===== config.mk =====
export PLATFORM = sky130hd
export DESIGN_NAME = ysyx_22040237_ifu
export DESIGN_NICKNAME = d
export VERILOG_FILES = /design/src/rtl/ysyx_22040237_pkg.sv /design/src/rtl/ysyx_22040237_ifu_pc.sv /design/src/rtl/ysyx_22040237_ifu.sv
export SDC_FILE = /design/constraint.sdc
export NUM_CORES = 1
export LEC_CHECK = 0
export CORE_MARGIN = 2
export CORE_UTILIZATION = 45
export CTS_CLUSTER_DIAMETER = 200
export DETAILED_ROUTE_END_ITERATION = 12
export PLACE_DENSITY = 0.78
export SETUP_SLACK_MARGIN = 0.1
export SLEW_MARGIN = 10
export SYNTH_ARGS = -nofsm -noshare
export SYNTH_HDL_FRONTEND = slang
export SYNTH_HIERARCHICAL = 1
export SYNTH_SLANG_ARGS = --single-unit

===== constraint.sdc =====
create_clock -name clk -period 3.2 [get_ports clk]
set_input_delay 0.32 -clock clk [delete_from_list [all_inputs] [get_ports clk]]
set_output_delay 0.32 -clock clk [all_outputs]
set_load 0.02 [all_outputs]

===== src/rtl/ysyx_22040237_pkg.sv =====
// Shared definitions for the ysyx_22040237 instruction fetch unit.
//   IFU_RESET_PC : default first fetch address after reset
//   INST_BYTES   : sequential fetch stride
//   ifu_state_e  : fetch FSM state encoding
//   jump_target  : clears bit 0 of a redirect target
package ysyx_22040237_pkg;

  localparam logic [63:0] IFU_RESET_PC = 64'h0000_0000_8000_0000;
  localparam logic [63:0] INST_BYTES   = 64'd4;

  typedef enum logic [2:0] {
    IFU_RST  = 3'd0,
    IFU_REQ  = 3'd1,
    IFU_WAIT = 3'd2,
    IFU_HOLD = 3'd3,
    IFU_ERR  = 3'd4
  } ifu_state_e;

  // Redirect targets are always halfword aligned: bit 0 is dropped.
  function automatic logic [63:0] jump_target(input logic [63:0] addr);
    return addr & ~64'h1;
  endfunction

endpackage


===== src/rtl/ysyx_22040237_ifu_pc.sv =====
// PC register and next-PC selection for the fetch unit.
//   clk, rst          : clock, asynchronous active-low reset
//   update_i          : instruction handshake, advances the PC
//   jump_flag_i       : take the redirect target instead of PC+4
//   jump_addr_i       : redirect target
//   pc_o              : current fetch PC
//   next_misalign_o   : the candidate next PC has bit 1 set
// Optional macro YSYX_22040237_IFU_MISALIGN_CHK_EN: when defined, a target
// with bit 1 set is reported through next_misalign_o; otherwise bit 1 is
// cleared and next_misalign_o is tied low.
module ysyx_22040237_ifu_pc
  import ysyx_22040237_pkg::*;
#(
  parameter logic [63:0] RESET_PC = IFU_RESET_PC
) (
  input  logic        clk,
  input  logic        rst,
  input  logic        update_i,
  input  logic        jump_flag_i,
  input  logic [63:0] jump_addr_i,
  output logic [63:0] pc_o,
  output logic        next_misalign_o
);

  logic [63:0] pc_q;
  logic [63:0] pc_d;
  logic [63:0] next_pc;

  always_comb begin
    // NOTE: every variable of a combinational block gets a value on every
    // path first, otherwise synthesis infers a latch.
    next_pc = jump_flag_i ? jump_target(jump_addr_i) : pc_q + INST_BYTES;
`ifdef YSYX_22040237_IFU_MISALIGN_CHK_EN
    next_misalign_o = next_pc[1];
`else
    next_pc[1]      = 1'b0;
    next_misalign_o = 1'b0;
`endif
    pc_d = update_i ? next_pc : pc_q;
  end

  always_ff @(posedge clk or negedge rst) begin
    // NOTE: state registers use non-blocking assignments so every flop
    // samples the pre-edge values, independent of statement order.
    if (!rst) begin
      pc_q <= RESET_PC;
    end else begin
      pc_q <= pc_d;
    end
  end

  assign pc_o = pc_q;

endmodule


===== src/rtl/ysyx_22040237_ifu.sv =====
// Instruction fetch unit: issues one fetch at a time to instruction memory,
// holds the returned word for the decoder and advances/redirects the PC on
// the decoder handshake.
//   clk, rst                    : clock, asynchronous active-low reset
//   pc_jump_flag_i/addr_i       : redirect from exu, used only on handshake
//   imem_req_valid_o/ready_i    : fetch request handshake
//   imem_req_addr_o             : fetch address (current PC)
//   imem_rsp_valid_i/data_i     : fetch response, accepted only in WAIT
//   inst_valid_o/ready_i        : instruction handshake towards idu
//   inst_o, inst_pc_o           : held instruction and its PC
//   misalign_o                  : sticky misaligned-target flag
// Optional macro YSYX_22040237_IFU_MISALIGN_CHK_EN enables the misaligned
// target check and the ERR state; without it misalign_o is tied low.
module ysyx_22040237_ifu
  import ysyx_22040237_pkg::*;
#(
  parameter logic [63:0] RESET_PC = IFU_RESET_PC
) (
  input  logic        clk,
  input  logic        rst,
  input  logic        pc_jump_flag_i,
  input  logic [63:0] pc_jump_addr_i,
  output logic        imem_req_valid_o,
  input  logic        imem_req_ready_i,
  output logic [63:0] imem_req_addr_o,
  input  logic        imem_rsp_valid_i,
  input  logic [31:0] imem_rsp_data_i,
  output logic        inst_valid_o,
  input  logic        inst_ready_i,
  output logic [31:0] inst_o,
  output logic [63:0] inst_pc_o,
  output logic        misalign_o
);

  ifu_state_e  state_q;
  logic        req_valid_q;
  logic        inst_valid_q;
  logic [31:0] inst_q;
  logic [63:0] inst_pc_q;
  logic [63:0] pc;
  logic        tgt_misalign;
  logic        req_hs;
  logic        inst_hs;

  assign req_hs  = req_valid_q & imem_req_ready_i;
  assign inst_hs = inst_valid_q & inst_ready_i;

  ysyx_22040237_ifu_pc #(
    .RESET_PC (RESET_PC)
  ) u_pc (
    .clk             (clk),
    .rst             (rst),
    .update_i        (inst_hs),
    .jump_flag_i     (pc_jump_flag_i),
    .jump_addr_i     (pc_jump_addr_i),
    .pc_o            (pc),
    .next_misalign_o (tgt_misalign)
  );

`ifdef YSYX_22040237_IFU_MISALIGN_CHK_EN
  logic misalign_q;
`endif

  // Valid outputs are registered alongside the state so they change only
  // on the edge that enters/leaves REQ or HOLD.
  always_ff @(posedge clk or negedge rst) begin
    if (!rst) begin
      state_q      <= IFU_RST;
      req_valid_q  <= 1'b0;
      inst_valid_q <= 1'b0;
      inst_q       <= '0;
      inst_pc_q    <= '0;
`ifdef YSYX_22040237_IFU_MISALIGN_CHK_EN
      misalign_q   <= 1'b0;
`endif
    end else begin
      case (state_q)
        IFU_RST: begin
          state_q     <= IFU_REQ;
          req_valid_q <= 1'b1;
        end
        IFU_REQ: begin
          if (req_hs) begin
            state_q     <= IFU_WAIT;
            req_valid_q <= 1'b0;
          end
        end
        IFU_WAIT: begin
          // Responses are only meaningful here; any other state drops them.
          if (imem_rsp_valid_i) begin
            state_q      <= IFU_HOLD;
            inst_q       <= imem_rsp_data_i;
            inst_pc_q    <= pc;
            inst_valid_q <= 1'b1;
          end
        end
        IFU_HOLD: begin
          if (inst_hs) begin
            inst_valid_q <= 1'b0;
            if (tgt_misalign) begin
              state_q    <= IFU_ERR;
`ifdef YSYX_22040237_IFU_MISALIGN_CHK_EN
              misalign_q <= 1'b1;
`endif
            end else begin
              state_q     <= IFU_REQ;
              req_valid_q <= 1'b1;
            end
          end
        end
        IFU_ERR: begin
          state_q <= IFU_ERR;
        end
        default: begin
          state_q      <= IFU_RST;
          req_valid_q  <= 1'b0;
          inst_valid_q <= 1'b0;
        end
      endcase
    end
  end

  assign imem_req_valid_o = req_valid_q;
  assign imem_req_addr_o  = pc;
  assign inst_valid_o     = inst_valid_q;
  assign inst_o           = inst_q;
  assign inst_pc_o        = inst_pc_q;

`ifdef YSYX_22040237_IFU_MISALIGN_CHK_EN
  assign misalign_o = misalign_q;
`else
  assign misalign_o = 1'b0;
`endif

endmodule

# --- Word-level counts from Yosys, hierarchy flattened ---
# Cells that the tools add are included.
op_classes:
  add_sub_neg: 1
  eq_ne: 7
  muxes: 11
  n_bitwise: 4
  reduce_logical: 7
op_table:
  columns: ["op", "n"]
  rows:
  - ["$add 64x3->64 const B", 1]
  - ["$mux 64", 1]
  - ["$pmux 3 s5", 1]
  - ["$mux 3", 3]
  - ["$reduce_and 3->1", 3]
  - ["$eq 3x2->1 const B", 2]
  - ["$mux 1", 4]
  - ["$ne 2x2->1 const B", 2]
  - ["$pmux 1 s4", 1]
  - ["$eq 3x1->1 const B", 1]
  - ["$eq 3x3->1 const B", 1]
  - ["$logic_not 3->1", 1]
  - ["$pmux 1 s3", 1]
  - ["$reduce_or 3->1", 1]
  - ["$and 1x1->1", 2]
  - ["$ne 2x1->1 const B", 1]
  - ["$not 1->1", 2]
  - ["$reduce_and 2->1", 1]
  - ["$reduce_or 2->1", 1]
word_totals:
  regBits: 163
  inputBits: 102
  out_inout_bits: 163
  word_cells: 36

# --- Depth between registers and ports, before layout ---
depth:
  word_depth: 4
  ltp_mapped: 8
  depth_no_buf: 6

# --- Cells and area by module ---
# The synthesis kept the hierarchy.
by_module_without_submodules:
  columns: ["module", "n_inst", "cells_each", "area_each_um2", "seq_area_each_um2"]
  rows:
  - ["ysyx_22040237_ifu_pc", 1, 543, 4374.2, 1552.7]
  - ["ysyx_22040237_ifu", 1, 240, 4008.8, 2527.4]

# --- Least setup slack after synthesis ---
# Ideal clock, no wire load.
synth_path:
  path_kind: "register -> register"
  startpoint: "reg u_pc.pc_q[23], in the netlist u_pc/pc_o[23]"
  endpoint: "reg u_pc.pc_q[53], in the netlist u_pc/pc_o[53]"
  setup_time_ns: 0.125
  arrival_ns: 2.362
  t_required_ns: 3.075
  slack_ns: 0.714
  path_stages_with_launch: 7
  n_path_buf: 1
  synth_period_minus_slack_ns: 2.486
  cell_sequence: "dfrtp_1 -> clkbuf_2 -> nand4_1 -> or4_1 -> or2_2 -> nor4b_2 -> mux2_2"
synth_between:
  elab_chain_len: 2
synth_rtl:
  columns: ["item", "line_no", "rtl"]
  rows:
  - ["start, declared", "ysyx_22040237_ifu_pc.sv:25", "logic [63:0] pc_q;"]
  - ["start signal, assigned", "ysyx_22040237_ifu_pc.sv:48", "pc_q <= pc_d;"]
  - ["$add 64x3->64", "ysyx_22040237_ifu_pc.sv:32", "next_pc = jump_flag_i ? jump_target(jump_addr_i) : pc_q + INST_BYTES;"]
  - ["$mux 64", "ysyx_22040237_ifu_pc.sv:32", null]
# No other way between the ends.
# A chain may end at the register's enable or synchronous reset.

# --- Worst setup path in the final report ---
layout_path:
  startpoint: "reg u_pc.pc_q[2], in the netlist u_pc/pc_o[2]"
  endpoint: "reg u_pc.pc_q[24], in the netlist u_pc/pc_o[24]"
# Same word-level chain as after synthesis.

==> results.toml <==
[grt]
grt_pass1_wl_um = 40700
grt_start_max_net_pins = 98
grt.total_usage_pct = 25.9
overflow = 0
antenna_found_initial = 0
grt_pass1_vias = 7565

[drt]
drt_pass1_iterations = 7
wirelength_um = 25500
drt-initial-drc-count = 590
routedWlPerCell_um = 20.0
route.detailed.drc = 0
via_per_inst = 5.99
ant_nets = 0
via_count = 7643

[floorplanning]
die_h_um = 140
io_pins = 265
dieArea_mm2 = 0.0197
start_util_pct = 46.2
row_count = 49
core_mm2 = 0.0181
die_w_um = 140

[timing]
post-route-period-util_pct = 83.9
worstMarginPinSlew_ps = 938
finalHoldViolations = 0
setup-violations-final = 0
relSlewSlack_pct = 36.9
fin_tns_setup_ps = 0
rsz0062_at_grt = "no"
min_period_ps = 2680
final.setup_skew_ps = 11.9
fmax_mhz = 373
maxSlewViolCount = 0

[power]
vdd_drop_max_mv = 0.602
power_leakage_uw = 0.00472
p_per_area_mw_per_mm2 = 926

[clocking]
h-tree-depth = 4
cts_tree = "done"
cts-root-buf = "clkbuf_16"
cts.repair.resized = 0
clk_latency_ps = 430
cts_buffers = 17
cts.sinks = 163
clkTransAtPathRegs_ps = 70
clockBufferDepth = 2

[finish]
layout_common_cells = "clkdlybuf4s50_1 (257), dfrtp_1 (162), mux2_2 (69)"
diodes = 0
layout_commonest_cell = "clkdlybuf4s50_1"
final_cells = 1275
syn2layout_area_growth_pct = 40.6
drive_gt1_share_pct = 16.5
fin_nets = 1136

[logic_synthesis]
yosysUniqueCellTypes = 72
yosysTopAreaCellShare_pct = 48.4
synth_edf_count = 0
syn_avg_cell_area_um2 = 10.7
yosysSeqAreaShare_pct = 48.7
syn-instance-count = 783
ys_warn_count = 6
synthArstFlopShare_pct = 100
synth.area.top_cells = "dfrtp_1 (48%), mux2_2 (9.3%), mux2_4 (5.2%)"
synth_top_cell_by_area = "dfrtp_1"
syn-cell-area_mm2 = 0.00838
synth-seq-cells = 163
ys.flop_type = "dfrtp_1"

[critical_path]
crit_type = "reg2reg"
critPathRequiredTime_ps = 3510
critPathLaunchType = "register"
critPathArrivalTime_ps = 3000
regToRegStartpoint = "u_pc/pc_o[2]"
end_kind = "register"
path_max_fanout = 7
reg2reg_to = "u_pc/pc_o[24]"
ff2ff_path_depth = 6
worst-r2r-setup-slack_ps = 520

[placement]
gp_congestion = 0.874
dp_cells = 1242
dp_hpwl_um = 17700
io_buffers = 259

[job]
maxCapViolCount = 0

[status]
status = "completed"

[min_path]
hold_class = "in2async"
-- stage by stage --
stage / setup WS, ps / cell area, um2 / utilization [%] / power [uW] / hold WS [ps]
after floorplan: 714 / 8390 / - / 6400 / 24.4
after global placement: 642 / 11200 / 61.6 / 8700 / 318
after detailed placement: 605 / 11200 / 61.6 / 8830 / 327
after CTS: 559 / 11800 / 65.0 / 11000 / 416
after global routing: 340 / 11800 / 65.0 / 11500 / 437
final: 516 / 11800 / 65.0 / 10900 / 419
-- worst max path at each step --
stage / start / cells after the start / endpoint / slack, ps
2_1_floorplan: u_pc/pc_o[23] / 6 / u_pc/pc_o[53] / 710
3_3_place_gp: u_pc/pc_o[2] / 6 / u_pc/pc_o[46] / 640
3_5_place_dp: u_pc/pc_o[2] / 6 / u_pc/pc_o[24] / 610
4_1_cts: u_pc/pc_o[2] / 6 / u_pc/pc_o[24] / 560
5_1_grt: u_pc/pc_o[2] / 6 / u_pc/pc_o[24] / 340
6_report: u_pc/pc_o[2] / 6 / u_pc/pc_o[24] / 520
-- worst max-delay path, stage by stage, from the launching register on --
cell,delay [ps]
dfrtp_1,490
ha_1,280
nand4_1,160
or4_1,620
nor3_1,580
nand3_1,140
o311ai_0,290
-- cell usage after synthesis, drive strengths merged (10+ instances only) --
cell,n
and3,19
buf,25
nor2,44
nand4,23
clkbuf,29
nand3,38
nor3,21
mux2,98
nand2,46
nor4,13
a21oi,35
or3,10
dfrtp,162
inv,20
o21ai,43
a22oi,12
-- per-layer routing --
| metal | part of all wire (%) | vias up | track usage [%] |
|---|---|---|---|
| met5 | 0 | - | 0 |
| met4 | 2.1 | 0 | 9.16 |
| met3 | 9.3 | 44 | 8.03 |
| met2 | 49 | 388 | 42.3 |
| met1 | 40 | 3747 | 32.9 |
| li1 | - | 3464 | - |
-- kinds of logic (layout without fill, tap and decap cells) --
| kind of cell | after synthesis | after routing | share of synthesized area [%] |
|---|---|---|---|
| AND/OR/NAND/NOR | 256 | 256 | 16.7 |
| AO/OA/AOI/OAI | 186 | 186 | 15.4 |
| flip-flops | 163 | 163 | 48.7 |
| multiplexers | 100 | 100 | 14.7 |
| buffers and inverters | 75 | 336 | 4.31 |
| other | 2 | 4 | 0.0896 |
| adder cells (fa/ha/maj) | 1 | 1 | 0.149 |
-- cell type report --
type                       instances  area (um2)
clock buffer                      18         439
clock inverter                    14         153
fill                            1445        6360
inverter                          21        78.8
multi-input combinational        547        3950
sequential                       163        4080
tap                              229         287
timing repair buffer             283        2800
-- report_power, final --
part / switching (uW) / total (uW) / internal [uW]
clock network: 908 / 2090 / 1180
registers: 945 / 3870 / 2920
logic: 2390 / 4960 / 2570
-- flip-flops by register name, indices dropped and copies added, names as in the netlist --
signal            count
state_q               3
imem_req_valid_o      1
u_pc/pc_o            62
inst_valid_o          1
inst_pc_o            64
inst_o               32
-- repair_timing --
item                                   4_1_cts  5_1_grt
setup buffers                                0        0
hold buffers                                 1        0
endpoints found under the hold margin       50        0
Note: power is estimated with default switching activity, not from simulation.
